File: config.mk
export PLATFORM = sky130hd
export DESIGN_NAME = ofmap_wb
export DESIGN_NICKNAME = d
export VERILOG_FILES = /design/src/rtl/ofmap_wb.sv
export SDC_FILE = /design/constraint.sdc
export NUM_CORES = 1
export LEC_CHECK = 0
export ABC_AREA = 1
export CORE_UTILIZATION = 30
export DETAILED_ROUTE_END_ITERATION = 12
export GPL_TIMING_DRIVEN = 0
export PLACE_DENSITY = 0.52
export SLEW_MARGIN = 40
export SYNTH_ARGS = -nofsm -noshare
export SYNTH_HDL_FRONTEND = slang
export SYNTH_SLANG_ARGS = --single-unit
File: constraint.sdc
create_clock -name clk -period 2.3 [get_ports clk]
set_input_delay 0.46 -clock clk [delete_from_list [all_inputs] [get_ports clk]]
set_output_delay 0.46 -clock clk [all_outputs]
set_load 0.01 [all_outputs]
File: src/rtl/ofmap_wb.sv
// Output-feature-map write-back: takes one 8-lane psum beat, applies ReLU/saturation
// per lane and serialises the lanes onto a single memory write port with generated addresses.
module ofmap_wb #(
  parameter int K           = 4,
  parameter int Orow        = 8,
  parameter int Ocol        = 8,
  parameter int Sample_area = 16384,
  parameter int Base        = 0,
  parameter int PW          = 24,
  parameter int OW          = 16,
  parameter int RELU        = 1
) (
  input  logic              clk,
  input  logic              rst,
  input  logic              in_valid,
  output logic              in_ready,
  input  logic [8*PW-1:0]   in_data,
  output logic              wr_en,
  input  logic              wr_ready,
  output logic [19:0]       wr_addr,
  output logic [OW-1:0]     wr_data,
  output logic              done
);

  localparam logic [1:0] IDLE  = 2'd0;
  localparam logic [1:0] DRAIN = 2'd1;
  localparam logic [1:0] DONE  = 2'd2;

  localparam int KW = (K    > 1) ? $clog2(K)    : 1;
  localparam int RW = (Orow > 1) ? $clog2(Orow) : 1;
  localparam int CW = (Ocol > 1) ? $clog2(Ocol) : 1;

  // Saturation bounds held at input width; assumes PW > OW.
  localparam logic signed [PW-1:0] SAT_HI = PW'({(OW-1){1'b1}});
  localparam logic signed [PW-1:0] SAT_LO = ~SAT_HI;

  logic [1:0]       state;
  logic [2:0]       lane;
  logic [KW-1:0]    k;
  logic [RW-1:0]    row;
  logic [CW-1:0]    col;
  logic [8*PW-1:0]  hold;

  logic             last_col, last_row, last_k, last_beat;
  logic [19:0]      addr;
  logic signed [PW-1:0] v_raw, v_relu;
  logic [OW-1:0]    v_sat;

  assign last_col  = (col == CW'(Ocol - 1));
  assign last_row  = (row == RW'(Orow - 1));
  assign last_k    = (k   == KW'(K - 1));
  assign last_beat = last_col && last_row && last_k;

  always_ff @(posedge clk) begin
    // NOTE: every register here uses <= so all updates see pre-edge values.
    if (rst) begin
      state <= IDLE;
      lane  <= '0;
      k     <= '0;
      row   <= '0;
      col   <= '0;
      hold  <= '0;
    end else begin
      case (state)
        IDLE: begin
          if (in_valid) begin
            hold  <= in_data;
            lane  <= '0;
            state <= DRAIN;
          end
        end
        DRAIN: begin
          if (wr_ready) begin
            lane <= lane + 1'b1;
            if (lane == 3'd7) begin
              if (last_beat) begin
                state <= DONE;
              end else begin
                state <= IDLE;
                if (last_col) begin
                  col <= '0;
                  if (last_row) begin
                    row <= '0;
                    k   <= k + 1'b1;
                  end else begin
                    row <= row + 1'b1;
                  end
                end else begin
                  col <= col + 1'b1;
                end
              end
            end
          end
        end
        DONE:    state <= DONE;
        default: state <= IDLE;
      endcase
    end
  end

  // Modular arithmetic commutes with + and *, so 20-bit math equals full precision truncated.
  assign addr = 20'(Base)
              + 20'(lane) * 20'(Sample_area)
              + 20'(k)    * 20'(Orow * Ocol)
              + 20'(row)  * 20'(Ocol)
              + 20'(col);

  always_comb begin
    // NOTE: defaults first so no path leaves a variable unassigned (no latch).
    v_raw  = hold[32'(lane)*PW +: PW];
    v_relu = v_raw;
    v_sat  = v_raw[OW-1:0];
    if (RELU != 0 && v_raw < 0) v_relu = '0;
    if (v_relu > SAT_HI)      v_sat = SAT_HI[OW-1:0];
    else if (v_relu < SAT_LO) v_sat = SAT_LO[OW-1:0];
    else                      v_sat = v_relu[OW-1:0];
  end

  assign in_ready = (state == IDLE) && !rst;
  assign wr_en    = (state == DRAIN);
  assign done     = (state == DONE);
  assign wr_addr  = wr_en ? addr  : '0;
  assign wr_data  = wr_en ? v_sat : '0;

endmodule

-- Yosys cells after proc, flatten, opt, wreduce, memory -nomap -nowiden
Index checks and enable logic that the tools add are counted.
- bits in registers: 205
- output and inout bits: 39
- word-level logic and storage cells: 55
- add/sub/neg operators: 7
- multiply operators: 1
- magnitude comparators: 3
- equal/unequal tests: 9
- shift operators: 1
- muxes and demuxes: 15
- bitwise operators: 1
- reductions and logical operators: 12
- operators by type and width (operator ; number):
    $shiftx 192x9->24 ; 1
    $mux 16 ; 3
    $gt 24x16->1 const B ; 1
    $lt 24x1->1 const B ; 1
    $lt 24x16->1 const B ; 1
    $mux 24 ; 1
    $add 19x3->20 ; 1
    $mux 20 ; 1
    $add 18x6->19 ; 1
    $add 17x8->18 ; 1
    $mux 3 ; 4
    $add 3x1->3 const B ; 3
    $eq 3x3->1 const B ; 3
    $mux 2 ; 4
    $pmux 2 s3 ; 1
    $pmux 3 s2 ; 1
    $reduce_and 3->1 ; 2
    $reduce_and 6->1 ; 1
    $mul 3x2->5 const B ; 1
    $reduce_and 5->1 ; 1
    $eq 2x2->1 const B ; 2
    $ne 2x1->1 const B ; 2
    $reduce_and 4->1 ; 1
    $logic_and 1x1->1 ; 3
    8 further kinds ; 8

-- Depth between registers and ports, before layout
Gate-level depths: netlist of run 1.
- depth in word-level cells: 8
- gate-level depth with buffers: 12
- gate-level depth less buffers: 10

-- Least setup slack after synthesis of run 1
No wires, ideal clock.
- kind: reg2out
- start point: reg lane[0]
- end point: out wr_data[10]
- data arrival time: 1.424 ns
- data required time: 1.840 ns
- setup slack: 0.416 ns
- cell stages (with the launch flop): 12
- path through: dfxtp_1 > buf_4 > nor2_1 > and2_0 > nand2_1 > nand2_1 > nand2_1 > nand3_2 > nand3_4 > buf_6 > nor2_2 > nor2_1
- longest elaborated chain between the ends: 8
- elaborated cells on any way between the ends: 9
- classes of those cells: mul: 1; order compare: 3; shift: 1; mux: 4
- ends and longest elaborated chain (what ; RTL line ; text):
    start, declared ; 38 ; logic [2:0] lane;
    start signal, assigned ; 74 ; lane <= lane + 1'b1;
    $mul 3x2->5 * ; 110 ; v_raw = hold[32'(lane)*PW +: PW];
    $shiftx 192x9->24 * ; 110 ;
    $lt 24x1->1 ; 113 ; if (RELU != 0 && v_raw < 0) v_relu = '0;
    $mux 24 * ; 113 ;
    $lt 24x16->1 ; 115 ; else if (v_relu < SAT_LO) v_sat = SAT_LO[OW-1:0];
    $mux 16 ; 115 ;
    $mux 16 * ; 114 ; if (v_relu > SAT_HI) v_sat = SAT_HI[OW-1:0];
    $mux 16 * ; 123 ; assign wr_data = wr_en ? v_sat : '0;
    end, declared ; 21 ; output logic [OW-1:0] wr_data,
Mark *: on every way between the ends. The rest lies on a longest branch, timed or not.

-- Worst setup path in the final report of run 1
- start point: reg lane[0]
- end point: out wr_data[14]
Same word-level chain as after synthesis.

==> impl_table.tex, run 1 <==
\begin{tabular}{lr}
\hline
Metric & Value \\
\hline
\multicolumn{2}{l}{\textbf{Die}} \\
\quad Placeable core region & 29640 sq um \\
\quad Die Footprint & 30850 sq um \\
\quad Initial cell density of the core & 30.52\% \\
\quad Height of the die & 175.7 um \\
\quad Standard-cell rows & 63 \\
\quad Ports placed on the boundary & 235 \\
\quad Die outline width & 175.7 um \\
\multicolumn{2}{l}{\textbf{Worst setup path}} \\
\quad Cell Chain, Critical Path & inv\_8 -> buf\_12 -> nor2\_4 -> nand4\_1 -> nand2\_1 -> nand2\_1 -> nand3\_2 -> nand3\_4 -> buf\_16 -> nor2\_4 -> nor2\_1 -> buf\_2 \\
\quad Data arrival time at the worst-slack endpoint & 2.41 ns \\
\quad CP top delay family & simple AND/OR/NAND/NOR gates \\
\quad Worst Path Class, Setup & flop to output pin \\
\quad Critical Path Source Type & flop \\
\quad Endpoint class of the critical path & output pin \\
\quad Worst path slowest cell & dfxtp\_4 \\
\quad Critical path data required time & 1.84 ns \\
\quad Longest individual stage delay on the worst path & 0.45 ns \\
\quad Worst-path maximum fanout & 7 \\
\quad Worst Path Buf+Inv & 4 \\
\multicolumn{2}{l}{\textbf{Flow run}} \\
\quad MaxCap Viol Count & 0 \\
\multicolumn{2}{l}{\textbf{Timing}} \\
\quad Relative slew slack & 49.91\% \\
\quad Period Utilization, post-route & 124.9\% \\
\quad Final hold slack & 0.2719 ns \\
\quad Count of final max-slew check failures & 0 \\
\quad Highest attainable clock frequency & 0.3480 GHz \\
\quad Number of failing setup endpoints in the final timing report & 15 \\
\quad Final critical-path setup slack & -0.5735 ns \\
\quad RSZ-0062 raised after global routing & yes \\
\quad Setup skew after layout & 0.01162 ns \\
\quad Fin Setup TNS & -8.092 ns \\
\quad Final Hold Fails & 0 \\
\quad Worst Tran Pin Value & 0.7513 ns \\
\quad Shortest period the worst path allows & 2.873 ns \\
\multicolumn{2}{l}{\textbf{Placement}} \\
\quad Half-perimeter wire length after placement & 24.68 mm \\
\quad IO buf count & 223 \\
\quad RD Place Congestion & 0.8479 \\
\quad Placed Cells incl. Taps & 1965 \\
\quad DP Area & 11800 sq um \\
\multicolumn{2}{l}{\textbf{CTS}} \\
\quad Buffers from clock root to sink, at most & 3 \\
\quad Skew-Pair Late Insertion Delay & 0.52 ns \\
\quad Clock edge transition at the registers on the reported setup and hold paths & 0.06 ns \\
\quad H-Tree Level Count & 1 \\
\quad Library cell used as clock root buffer & clkbuf\_16 \\
\quad Number of buffers created by CTS & 24 \\
\quad Clock sink total & 205 \\
\quad TritonCTS clock tree & built \\
\multicolumn{2}{l}{\textbf{Pwr}} \\
\quad Relative contribution of combinational cells to total power & 19.9\% \\
\quad Standby leakage power & 5.523 nW \\
\quad Internal Dissipation & 7.132 mW \\
\quad Net switching power figure & 2.742 mW \\
\quad Switching part of the total & 27.77\% \\
\quad Sequential power share & 40.5\% \\
\quad Worst voltage drop across the vdd grid & 0.0004791 V \\
\quad Clk pwr share & 39.5\% \\
\quad Power per unit of standard cell area & 762.6 nW/um\^{}2 \\
\multicolumn{2}{l}{\textbf{Drt}} \\
\quad Post-route DRC & 0 \\
\quad WL/cell & 15.90 um \\
\quad Drt first-iter violations & 528 \\
\quad Count of vias placed by the detailed router & 9187 \\
\quad Count of nets left with antenna violations after detail routing & 0 \\
\quad Number of optimization iterations in the first detailed-route pass & 5 \\
\quad Aggregate routed wire length & 32.06 mm \\
\quad Via density & 4.557 \\
\multicolumn{2}{l}{\textbf{Synthesis}} \\
\quad Post-Syn Area & 9046 sq um \\
\quad Syn. warnings & 0 \\
\quad Number of distinct library cell variants in the gate-level netlist after synthesis & 29 \\
\quad Post-synth top area share & 45.37\% \\
\quad Cell types occupying the most area after synthesis & dfxtp\_1 45\%, nor2\_1 20\%, o21ai\_0 14\%, nand2\_1 5.3\%, clkbuf\_1 2.3\% \\
\quad Number of storage elements in the synthesis netlist & 205 \\
\quad Cells after synthesis & 1343 \\
\quad Leading area contributor after synthesis & dfxtp\_1 \\
\quad Mean instance size in the synthesized netlist & 6.736 sq um \\
\quad Part of the Yosys area used for sequential elements & 45.37\% \\
\multicolumn{2}{l}{\textbf{Run status}} \\
\quad Result of the run & finished with violations \\
\quad Violated checks & setup timing \\
\multicolumn{2}{l}{\textbf{Cells and area}} \\
\quad Area growth syn-to-layout & 43.14\% \\
\quad Storage cell area & 4111 sq um \\
\quad Layout Nets & 1813 \\
\quad Share of post-route cells with drive strength above 1 & 10.21\% \\
\quad Fill cells & 3165 \\
\quad Post-Layout Cell Count & 2016 \\
\quad Post-route cell area & 12950 sq um \\
\quad Combined area of the multi-input logic cells & 4410 sq um \\
\quad Core utilization of the finished layout & 43.69\% \\
\quad Count of inserted antenna diode cells & 0 \\
\multicolumn{2}{l}{\textbf{Global routing}} \\
\quad Largest net degree at the start of global routing & 13 \\
\quad First-pass GRT wire length & 48.70 mm \\
\quad Initial antenna violation count & 0 \\
\quad Total gr overflow & 0 \\
\quad Vias in the first global route & 8976 \\
\quad Total global-route track usage & 20.46\% \\
\multicolumn{2}{l}{\textbf{Worst hold path}} \\
\quad Type of the worst min-delay path & primary input to flop \\
\hline
\end{tabular}
## final cells by class
class	instances	share of cell area, %
plain buffers	101	4.628
clock buffers	35	5.353
clock inverters	7	0.8503
inverters	59	1.807
multi-input cells	985	34.06
flip-flops and latches	205	31.75
well taps	390	3.768
repair buffers	234	17.78
## path summary, 6_finish.rpt
kind	startpoint	end	slack [ns]	cells past startpoint
worst max-delay path	lane[0]	wr_data[14]	-0.57	12
worst min-delay path	rst	lane[1]	0.27	2
worst max register to register	state[0]	hold[48]	0.26	6
worst min register to register	hold[41]	hold[41]	0.45	2
## power groups by stage
stage / Clock (mW) / Combinational [mW] / Sequential, mW
3_5_place_dp: 0 / 1.79 / 4.07
4_1_cts: 3.98 / 1.91 / 4.00
6_report: 3.91 / 1.97 / 4.00
5_1_grt: 4.11 / 2.19 / 4.03
3_3_place_gp: 0 / 1.79 / 4.07
2_1_floorplan: 0 / 1.00 / 4.02
## routing by layer
layer	vias up	global-route usage [%]	wire [um]
li1	4805	-	-
met1	4098	28.05	15250
met2	246	33.99	14540
met3	38	2.684	1716
met4	0	4.638	546
met5	-	0	0
## cell families after synthesis
| kind of cell | Yosys count | share of synthesized area (%) |
|---|---|---|
| buffers and inverters | 162 | 7.815 |
| AOI/OAI and AO/OA | 325 | 18.30 |
| other | 1 | 0.04145 |
| and+or+nand+nor | 643 | 27.51 |
| adders and majority gates | 7 | 0.9681 |
| DFF | 205 | 45.37 |
## sequential cells by signal, indices dropped and copies added (netlist names)
register	count
lane	3
state	2
hold	192
col	3
row	3
k	2
## through the flow
step	power, mW	setup WS (ns)
final	9.874	-0.5735
after global routing	10.34	-0.6174
after CTS	9.887	-0.5980
after detailed placement	5.868	-0.8106
after global placement	5.856	-0.8017
after floorplan	5.024	0.4160
## cells in the mapped netlist
| cell type | number |
|---|---|
| nor2_1 | 488 |
| o21ai_0 | 248 |
| dfxtp_1 | 205 |
| nand2_1 | 128 |
| clkbuf_1 | 56 |
| inv_1 | 45 |
| a21oi_1 | 34 |
| buf_2 | 28 |
| o21ai_1 | 24 |
| buf_4 | 15 |
| o22ai_1 | 15 |
| inv_2 | 13 |
| nor2_2 | 10 |
| ha_1 | 7 |
| nand3_1 | 6 |
| a211oi_1 | 3 |
| buf_1 | 3 |
| and2_0 | 2 |
| nand2_2 | 2 |
| nand4_1 | 2 |
| and2_1 | 1 |
| buf_6 | 1 |
| clkinv_1 | 1 |
| conb_1 | 1 |
| nand3_2 | 1 |
| nand3_4 | 1 |
| nand3b_1 | 1 |
| nor3_1 | 1 |
| o211ai_1 | 1 |
## cells in the final DEF (no fill, tap or decap), drive strengths merged
master,n
clkdlybuf4s50,196
and2,3
nand2,130
clkbuf,99
nor2,498
bufinv,3
o211ai,1
dfxtp,205
ha,7
o22ai,15
o21ai,272
nor3,1
dlygate4sd2,11
clkdlybuf4s15,2
clkinv,5
conb,10
a211oi,3
nand3b,1
nand4,2
buf,62
a21oi,34
nand3,8
inv,58
## timing repair
item	4_1_cts	5_1_grt
gates resized for setup	129	38
pin swaps	4	11
hold buffers	0	0
gates cloned	1	2
setup buffers	5	3
endpoints found under the setup margin	27	17
No activity file was read; power rests on OpenSTA's default activity.
==> run 2: changes to the inputs <==
--- a/config.mk
+++ b/config.mk
@@ -10,7 +10,7 @@
 export DETAILED_ROUTE_END_ITERATION = 12
 export GPL_TIMING_DRIVEN = 0
 export PLACE_DENSITY = 0.52
-export SLEW_MARGIN = 40
+export SETUP_SLACK_MARGIN = 0.5
 export SYNTH_ARGS = -nofsm -noshare
 export SYNTH_HDL_FRONTEND = slang
 export SYNTH_SLANG_ARGS = --single-unit
==> impl_table.tex, run 2 (synthesized netlist as in run 1, its figures left out) <==
\begin{tabular}{lr}
\hline
Metric & Value \\
\hline
\multicolumn{2}{l}{\textbf{Cells and area}} \\
\quad Leading cell types in the layout, fill and taps excluded & 449 x nor2\_1, 243 x o21ai\_0, 201 x dfxtp\_1, 194 x clkdlybuf4s50\_1, 120 x nand2\_1 \\
\quad Count of inserted antenna diode cells & 0 (unchanged) \\
\quad Area growth syn-to-layout & 48.60\% \\
\quad Fill cells & 3109 (-1.8\%) \\
\quad Storage cell area & 4114 sq um (about the same) \\
\quad Leading cell type in the layout, fill and taps excluded & nor2\_1 \\
\quad Largest Register & hold \\
\quad Combined area of the multi-input logic cells & 4626 sq um (+4.9\%) \\
\quad Max FFs per register & 192 (unchanged) \\
\quad Post-Layout Cell Count & 2034 (+0.89\%) \\
\quad Layout Nets & 1831 (+0.99\%) \\
\quad Core utilization of the finished layout & 45.36\% (+1.7 points) \\
\quad Post-route cell area & 13440 sq um (+3.8\%) \\
\quad Share of post-route cells with drive strength above 1 & 14.90\% (+4.7 points) \\
\multicolumn{2}{l}{\textbf{CTS}} \\
\quad H-Tree Level Count & 1 (unchanged) \\
\quad Hold\_buf cts & 0 (unchanged) \\
\quad TritonCTS clock tree & built \\
\quad Skew-Pair Late Insertion Delay & 0.52 ns (about the same) \\
\quad Clock edge transition at the registers on the reported setup and hold paths & 0.06 ns (about the same) \\
\quad Buffers from clock root to sink, at most & 3 (unchanged) \\
\quad Clock sink total & 205 (unchanged) \\
\quad Library cell used as clock root buffer & clkbuf\_16 \\
\quad Number of buffers created by CTS & 23 (-4.2\%) \\
\multicolumn{2}{l}{\textbf{Timing}} \\
\quad Period Utilization, post-route & 124.3\% (-0.67 points) \\
\quad Final Hold Fails & 0 (unchanged) \\
\quad Highest attainable clock frequency & 0.3499 GHz (+0.54\%) \\
\quad Fin Setup TNS & -7.772 ns (+0.3198 ns) \\
\quad Count of final max-slew check failures & 0 (unchanged) \\
\quad RSZ-0062 raised after global routing & yes \\
\quad Final critical-path setup slack & -0.5582 ns (+0.01532 ns) \\
\quad Setup skew after layout & 0.01692 ns (+0.005302 ns) \\
\quad Shortest period the worst path allows & 2.858 ns (-0.01532 ns) \\
\quad Number of failing setup endpoints in the final timing report & 15 (unchanged) \\
\quad Final hold slack & 0.2900 ns (+0.01813 ns) \\
\multicolumn{2}{l}{\textbf{Drt}} \\
\quad Via density & 4.570 (+0.29\%) \\
\quad Drt first-iter violations & 485 (-8.1\%) \\
\quad Number of optimization iterations in the first detailed-route pass & 5 (unchanged) \\
\quad Count of nets left with antenna violations after detail routing & 0 (unchanged) \\
\quad Post-route DRC & 0 (unchanged) \\
\quad WL/cell & 15.97 um (+0.42\%) \\
\quad Aggregate routed wire length & 32.48 mm (+1.3\%) \\
\quad Count of vias placed by the detailed router & 9296 (+1.2\%) \\
\multicolumn{2}{l}{\textbf{Global routing}} \\
\quad Vias in the first global route & 8994 (+0.20\%) \\
\quad Total global-route track usage & 20.67\% (+0.20 points) \\
\quad Total gr overflow & 0 (unchanged) \\
\quad Initial antenna violation count & 0 (unchanged) \\
\quad First-pass GRT wire length & 49.13 mm (+0.88\%) \\
\quad Largest net degree at the start of global routing & 14 (+1) \\
\multicolumn{2}{l}{\textbf{Run status}} \\
\quad Violated checks & setup timing \\
\quad Result of the run & finished with violations \\
\multicolumn{2}{l}{\textbf{Worst setup path}} \\
\quad Endpoint class of the critical path & output pin \\
\quad CP top delay family & simple AND/OR/NAND/NOR gates \\
\quad Worst-path maximum fanout & 7 (unchanged) \\
\quad Critical path data required time & 1.84 ns (about the same) \\
\quad Data arrival time at the worst-slack endpoint & 2.40 ns (about the same) \\
\quad Cell Chain, Critical Path & buf\_12 -> nand2\_1 -> nand2\_1 -> nand2\_1 -> nand3\_2 -> nand2\_2 -> nand2\_2 -> nand3\_4 -> buf\_4 -> nor2\_4 -> nor2\_2 -> buf\_2 \\
\quad Worst Path Buf+Inv & 3 (-1) \\
\quad Critical Path Source Type & flop \\
\quad Worst path slowest cell & dfxtp\_4 \\
\quad Longest individual stage delay on the worst path & 0.44 ns (about the same) \\
\quad Worst Path Class, Setup & flop to output pin \\
\quad Dominant cell type by count on the critical path & nand2\_1 \\
\multicolumn{2}{l}{\textbf{Worst hold path}} \\
\quad Type of the worst min-delay path & primary input to flop \\
\multicolumn{2}{l}{\textbf{Placement}} \\
\quad DP Area & 11830 sq um (+0.28\%) \\
\quad IO buf count & 223 (unchanged) \\
\quad Placed Cells incl. Taps & 1965 (unchanged) \\
\quad RD Place Congestion & 0.8310 (-2.0\%) \\
\quad Half-perimeter wire length after placement & 24.71 mm (+0.13\%) \\
\quad Setup WS pre-CTS & -0.6532 ns (+0.1575 ns) \\
\multicolumn{2}{l}{\textbf{Die}} \\
\quad Initial cell density of the core & 30.52\% (unchanged) \\
\quad Placeable core region & 29640 sq um (unchanged) \\
\quad Ports placed on the boundary & 235 (unchanged) \\
\quad Die Footprint & 30850 sq um (unchanged) \\
\quad Height of the die & 175.7 um (unchanged) \\
\quad Standard-cell rows & 63 (unchanged) \\
\quad Die outline width & 175.7 um (unchanged) \\
\multicolumn{2}{l}{\textbf{Pwr}} \\
\quad Standby leakage power & 5.704 nW (+3.3\%) \\
\quad Power per unit of standard cell area & 749.5 nW/um\^{}2 (-1.7\%) \\
\quad Worst voltage drop across the vdd grid & 0.0005030 V (+5.0\%) \\
\quad Final total power & 10.07 mW (+2.0\%) \\
\multicolumn{2}{l}{\textbf{Flow run}} \\
\quad MaxCap Viol Count & 0 (unchanged) \\
\hline
\end{tabular}
==> run 2: cell count changes in the layout (fill, tap and decap cells not counted), moves of 5 or more <==
cell,before,now
nor2_4,11,36
nor2_1,472,449
buf_6,5,23
buf_4,28,39
clkbuf_1,58,47
dlygate4sd2_1,11,0
clkbuf_2,5,12
nand2_1,125,120
==> run 2: area by class of cell <==
| type | instances | share of cell area [%] |
|---|---|---|
| inverter | 59 | 1.778 |
| clock buffer | 31 | 4.877 |
| tap | 390 | 3.630 |
| sequential | 205 | 30.60 |
| timing repair buffer | 251 | 18.74 |
| clock inverter | 10 | 1.145 |
| multi-input combinational | 985 | 34.41 |
| buffer | 103 | 4.821 |
==> run 2: report_power, final <==
part | switching (mW) | internal (mW)
clock | 1.49 | 2.44
sequential | 0.159 | 3.84
combinational | 1.16 | 0.974
total | 2.82 | 7.26
==> run 2: worst register-to-register path, cell delays in order (launching register included) <==
cell	delay, ns
dfxtp_4	0.44
buf_4	0.15
buf_4	0.11
ha_1	0.14
ha_1	0.14
nand2_1	0.08
nor2_2	0.14
nand2_2	0.09
nor2_4	0.17
inv_2	0.08
o211ai_1	0.21
a21oi_1	0.06
==> run 2: final timing paths <==
check	to	slack, ns	from	depth (start not counted)
worst max-delay path	wr_data[0]	-0.56	lane[0]	12
worst min-delay path	row[1]	0.29	rst	2
worst max register to register	row[0]	0.39	lane[0]	11
worst min register to register	hold[16]	0.45	hold[16]	2
==> run 2: timing repair <==
item | 4_1_cts | 5_1_grt
gates resized for setup | 229 | 72
gates cloned | 4 | 1
buffers inserted | 15 | 8
endpoints found under the setup margin | 191 | 165
pin swaps | 7 | 11
==> run 2: per-layer routing <==
| metal | wire length [um] | track usage [%] |
|---|---|---|
| met5 | 0 | 0 |
| met4 | 665 | 5.399 |
| met3 | 1745 | 2.554 |
| met2 | 14790 | 33.71 |
| met1 | 15280 | 28.66 |
==> run 3: changes to the inputs <==
--- a/config.mk
+++ b/config.mk
@@ -10,6 +10,7 @@
 export DETAILED_ROUTE_END_ITERATION = 12
 export GPL_TIMING_DRIVEN = 0
 export PLACE_DENSITY = 0.52
+export REMOVE_ABC_BUFFERS = 1
 export SETUP_SLACK_MARGIN = 0.5
 export SYNTH_ARGS = -nofsm -noshare
 export SYNTH_HDL_FRONTEND = slang
==> impl_table.tex, run 3 (synthesized netlist as in run 1, its figures left out) <==
\begin{tabular}{lr}
\hline
Metric & Value \\
\hline
\multicolumn{2}{l}{\textbf{Run status}} \\
\quad Result of the run & finished with violations \\
\quad Violated checks & setup timing \\
\multicolumn{2}{l}{\textbf{Cells and area}} \\
\quad Leading cell types in the layout, fill and taps excluded & 464 x nor2\_1, 231 x o21ai\_0, 200 x dfxtp\_1, 194 x clkdlybuf4s50\_1, 120 x nand2\_1 \\
\quad Max FFs per register & 192 (unchanged) \\
\quad Leading cell type in the layout, fill and taps excluded & nor2\_1 \\
\quad Area growth syn-to-layout & 48.17\% \\
\quad Core utilization of the finished layout & 45.23\% (-0.13 points) \\
\quad Share of post-route cells with drive strength above 1 & 13.49\% (-1.4 points) \\
\quad Post-route cell area & 13400 sq um (-0.29\%) \\
\quad Layout Nets & 1774 (-3.1\%) \\
\quad Largest Register & hold \\
\multicolumn{2}{l}{\textbf{CTS}} \\
\quad H-Tree Level Count & 1 (unchanged) \\
\quad Library cell used as clock root buffer & clkbuf\_16 \\
\quad TritonCTS clock tree & built \\
\quad Buffers from clock root to sink, at most & 3 (unchanged) \\
\quad Skew-Pair Late Insertion Delay & 0.51 ns (about the same) \\
\quad Hold\_buf cts & 0 (unchanged) \\
\quad Clock sink total & 205 (unchanged) \\
\quad Clock edge transition at the registers on the reported setup and hold paths & 0.06 ns (about the same) \\
\quad Number of buffers created by CTS & 24 (+4.3\%) \\
\multicolumn{2}{l}{\textbf{Placement}} \\
\quad DP Area & 11510 sq um (-2.7\%) \\
\quad RD Place Congestion & 0.7395 (-11\%) \\
\quad Half-perimeter wire length after placement & 16.84 mm (-32\%) \\
\quad IO buf count & 224 (+0.45\%) \\
\quad Setup WS pre-CTS & -2.520 ns (-1.867 ns) \\
\multicolumn{2}{l}{\textbf{Die}} \\
\quad Standard-cell rows & 63 (unchanged) \\
\quad Placeable core region & 29640 sq um (unchanged) \\
\quad Initial cell density of the core & 30.52\% (unchanged) \\
\quad Die Footprint & 30850 sq um (unchanged) \\
\quad Die outline width & 175.7 um (unchanged) \\
\quad Ports placed on the boundary & 235 (unchanged) \\
\quad Height of the die & 175.7 um (unchanged) \\
\multicolumn{2}{l}{\textbf{Drt}} \\
\quad Number of optimization iterations in the first detailed-route pass & 5 (unchanged) \\
\quad Via density & 4.722 (+3.3\%) \\
\quad Count of nets left with antenna violations after detail routing & 0 (unchanged) \\
\quad Aggregate routed wire length & 34.07 mm (+4.9\%) \\
\quad Post-route DRC & 0 (unchanged) \\
\quad WL/cell & 17.23 um (+7.9\%) \\
\quad Count of vias placed by the detailed router & 9335 (+0.42\%) \\
\quad Drt first-iter violations & 580 (+20\%) \\
\multicolumn{2}{l}{\textbf{Timing}} \\
\quad Period Utilization, post-route & 117.1\% (-7.2 points) \\
\quad Final hold slack & 0.4069 ns (+0.1169 ns) \\
\quad RSZ-0062 raised after global routing & yes \\
\quad Highest attainable clock frequency & 0.3713 GHz (+6.1\%) \\
\quad Setup skew after layout & 0.01287 ns (-0.004055 ns) \\
\quad Worst Tran Pin Value & 0.5054 ns \\
\quad Final Hold Fails & 0 (unchanged) \\
\quad Count of final max-slew check failures & 0 (unchanged) \\
\quad Relative slew slack & 66.19\% \\
\quad Number of failing setup endpoints in the final timing report & 15 (unchanged) \\
\quad Final critical-path setup slack & -0.3934 ns (+0.1647 ns) \\
\quad Fin Setup TNS & -5.610 ns (+2.163 ns) \\
\quad Shortest period the worst path allows & 2.693 ns (-0.1647 ns) \\
\multicolumn{2}{l}{\textbf{Worst hold path}} \\
\quad Hold\_sp & rst \\
\quad Capture endpoint of the worst hold path & state[0] \\
\quad Number of stages on the worst hold path & 2 (unchanged) \\
\quad Type of the worst min-delay path & primary input to flop \\
\multicolumn{2}{l}{\textbf{Worst setup path}} \\
\quad Data arrival time at the worst-slack endpoint & 2.23 ns (-0.17 ns) \\
\quad Critical path data required time & 1.84 ns (about the same) \\
\quad Endpoint class of the critical path & output pin \\
\quad Flop-to-flop setup slack & 0.38 ns (about the same) \\
\quad Logic depth of the worst register-to-register path & 11 (unchanged) \\
\quad Worst-path maximum fanout & 11 (+4) \\
\quad Crit path launch & lane[0] \\
\quad Critical register-to-register path endpoint & row[0] \\
\quad Start of the worst register-to-register path & lane[1] \\
\quad Critical Path Source Type & flop \\
\quad Worst Path Class, Setup & flop to output pin \\
\multicolumn{2}{l}{\textbf{Global routing}} \\
\quad Largest net degree at the start of global routing & 99 (+85) \\
\quad Total global-route track usage & 20.83\% (+0.17 points) \\
\quad First-pass GRT wire length & 49.78 mm (+1.3\%) \\
\quad Total gr overflow & 0 (unchanged) \\
\quad Vias in the first global route & 8874 (-1.3\%) \\
\quad Initial antenna violation count & 2 (+2) \\
\multicolumn{2}{l}{\textbf{Pwr}} \\
\quad Worst voltage drop across the vdd grid & 0.0004669 V (-7.2\%) \\
\quad Standby leakage power & 5.675 nW (-0.51\%) \\
\quad Power per unit of standard cell area & 729.6 nW/um\^{}2 (-2.6\%) \\
\multicolumn{2}{l}{\textbf{Flow run}} \\
\quad MaxCap Viol Count & 0 (unchanged) \\
\hline
\end{tabular}
[run 3: cell types whose count changed in the layout (fill, tap and decap cells not counted), moves of 8 or more]
cell,before,now
buf_4,39,31
clkbuf_2,12,3
clkbuf_1,47,7
nor2_1,449,464
nor2_4,36,16
o21ai_0,243,231
o21ai_1,26,40
[run 3: metrics by stage]
| step | std cells | total power [mW] |
|---|---|---|
| 3_5_place_dp | 1869 | 5.729 |
| 5_1_grt | 1977 | 10.28 |
| 4_1_cts | 1951 | 9.738 |
| 3_3_place_gp | 1863 | 5.743 |
| 2_1_floorplan | 1249 | 4.969 |
| 6_report | 1977 | 9.780 |
[run 3: worst max path at each step]
stage	endpoint	slack [ns]	cells past startpoint
global route	wr_data[7]	-0.55	14
global placement	lane[0]	-9.26	6
detailed placement	wr_data[1]	-2.52	8
CTS	wr_data[1]	-0.43	11
floorplan	lane[0]	-3.59	5
finish	wr_data[4]	-0.39	13
[run 3: power breakdown]
| group | leakage (nW) | switching (mW) | internal [mW] |
|---|---|---|---|
| clock | 0.376 | 1.50 | 2.22 |
| sequential | 1.70 | 0.135 | 3.84 |
| combinational | 3.60 | 1.12 | 0.962 |
[run 3: timing repair]
action,CTS,global route
gates resized for setup,169,96
pin swaps,9,16
gates cloned,13,6
endpoints found under the setup margin,234,169
buffers inserted,28,19
[run 3: worst max-delay path, stage by stage, from the launching register on]
cell and delay [ns]:
dfxtp_4 0.42, buf_16 0.18, inv_16 0.06, nand2_1 0.05, nand2_1 0.04, nand2_1 0.07, nand3_2 0.12, inv_2 0.09
nand3_4 0.09, nand3_4 0.11, buf_12 0.15, nor2_2 0.04, nor2_1 0.12, buf_2 0.15
[run 3: final cells by class]
type	count	area, sq um
diodes	1	2.502
repair inverters	5	58.81
flip-flops and latches	205	4123
fillers	3085	16230
clock buffers	36	706.9
well taps	390	488.0
inverters	59	324.1
repair buffers	288	3113
clock inverters	5	55.05
multi-input cells	988	4533
[run 3: layer usage]
layer	wire [um]	GRT usage, %	vias up
li1	-	-	4746
met3	1726	3.095	55
met5	17	0	-
met2	15820	34.90	250
met4	840	5.181	2
met1	15660	27.92	4282
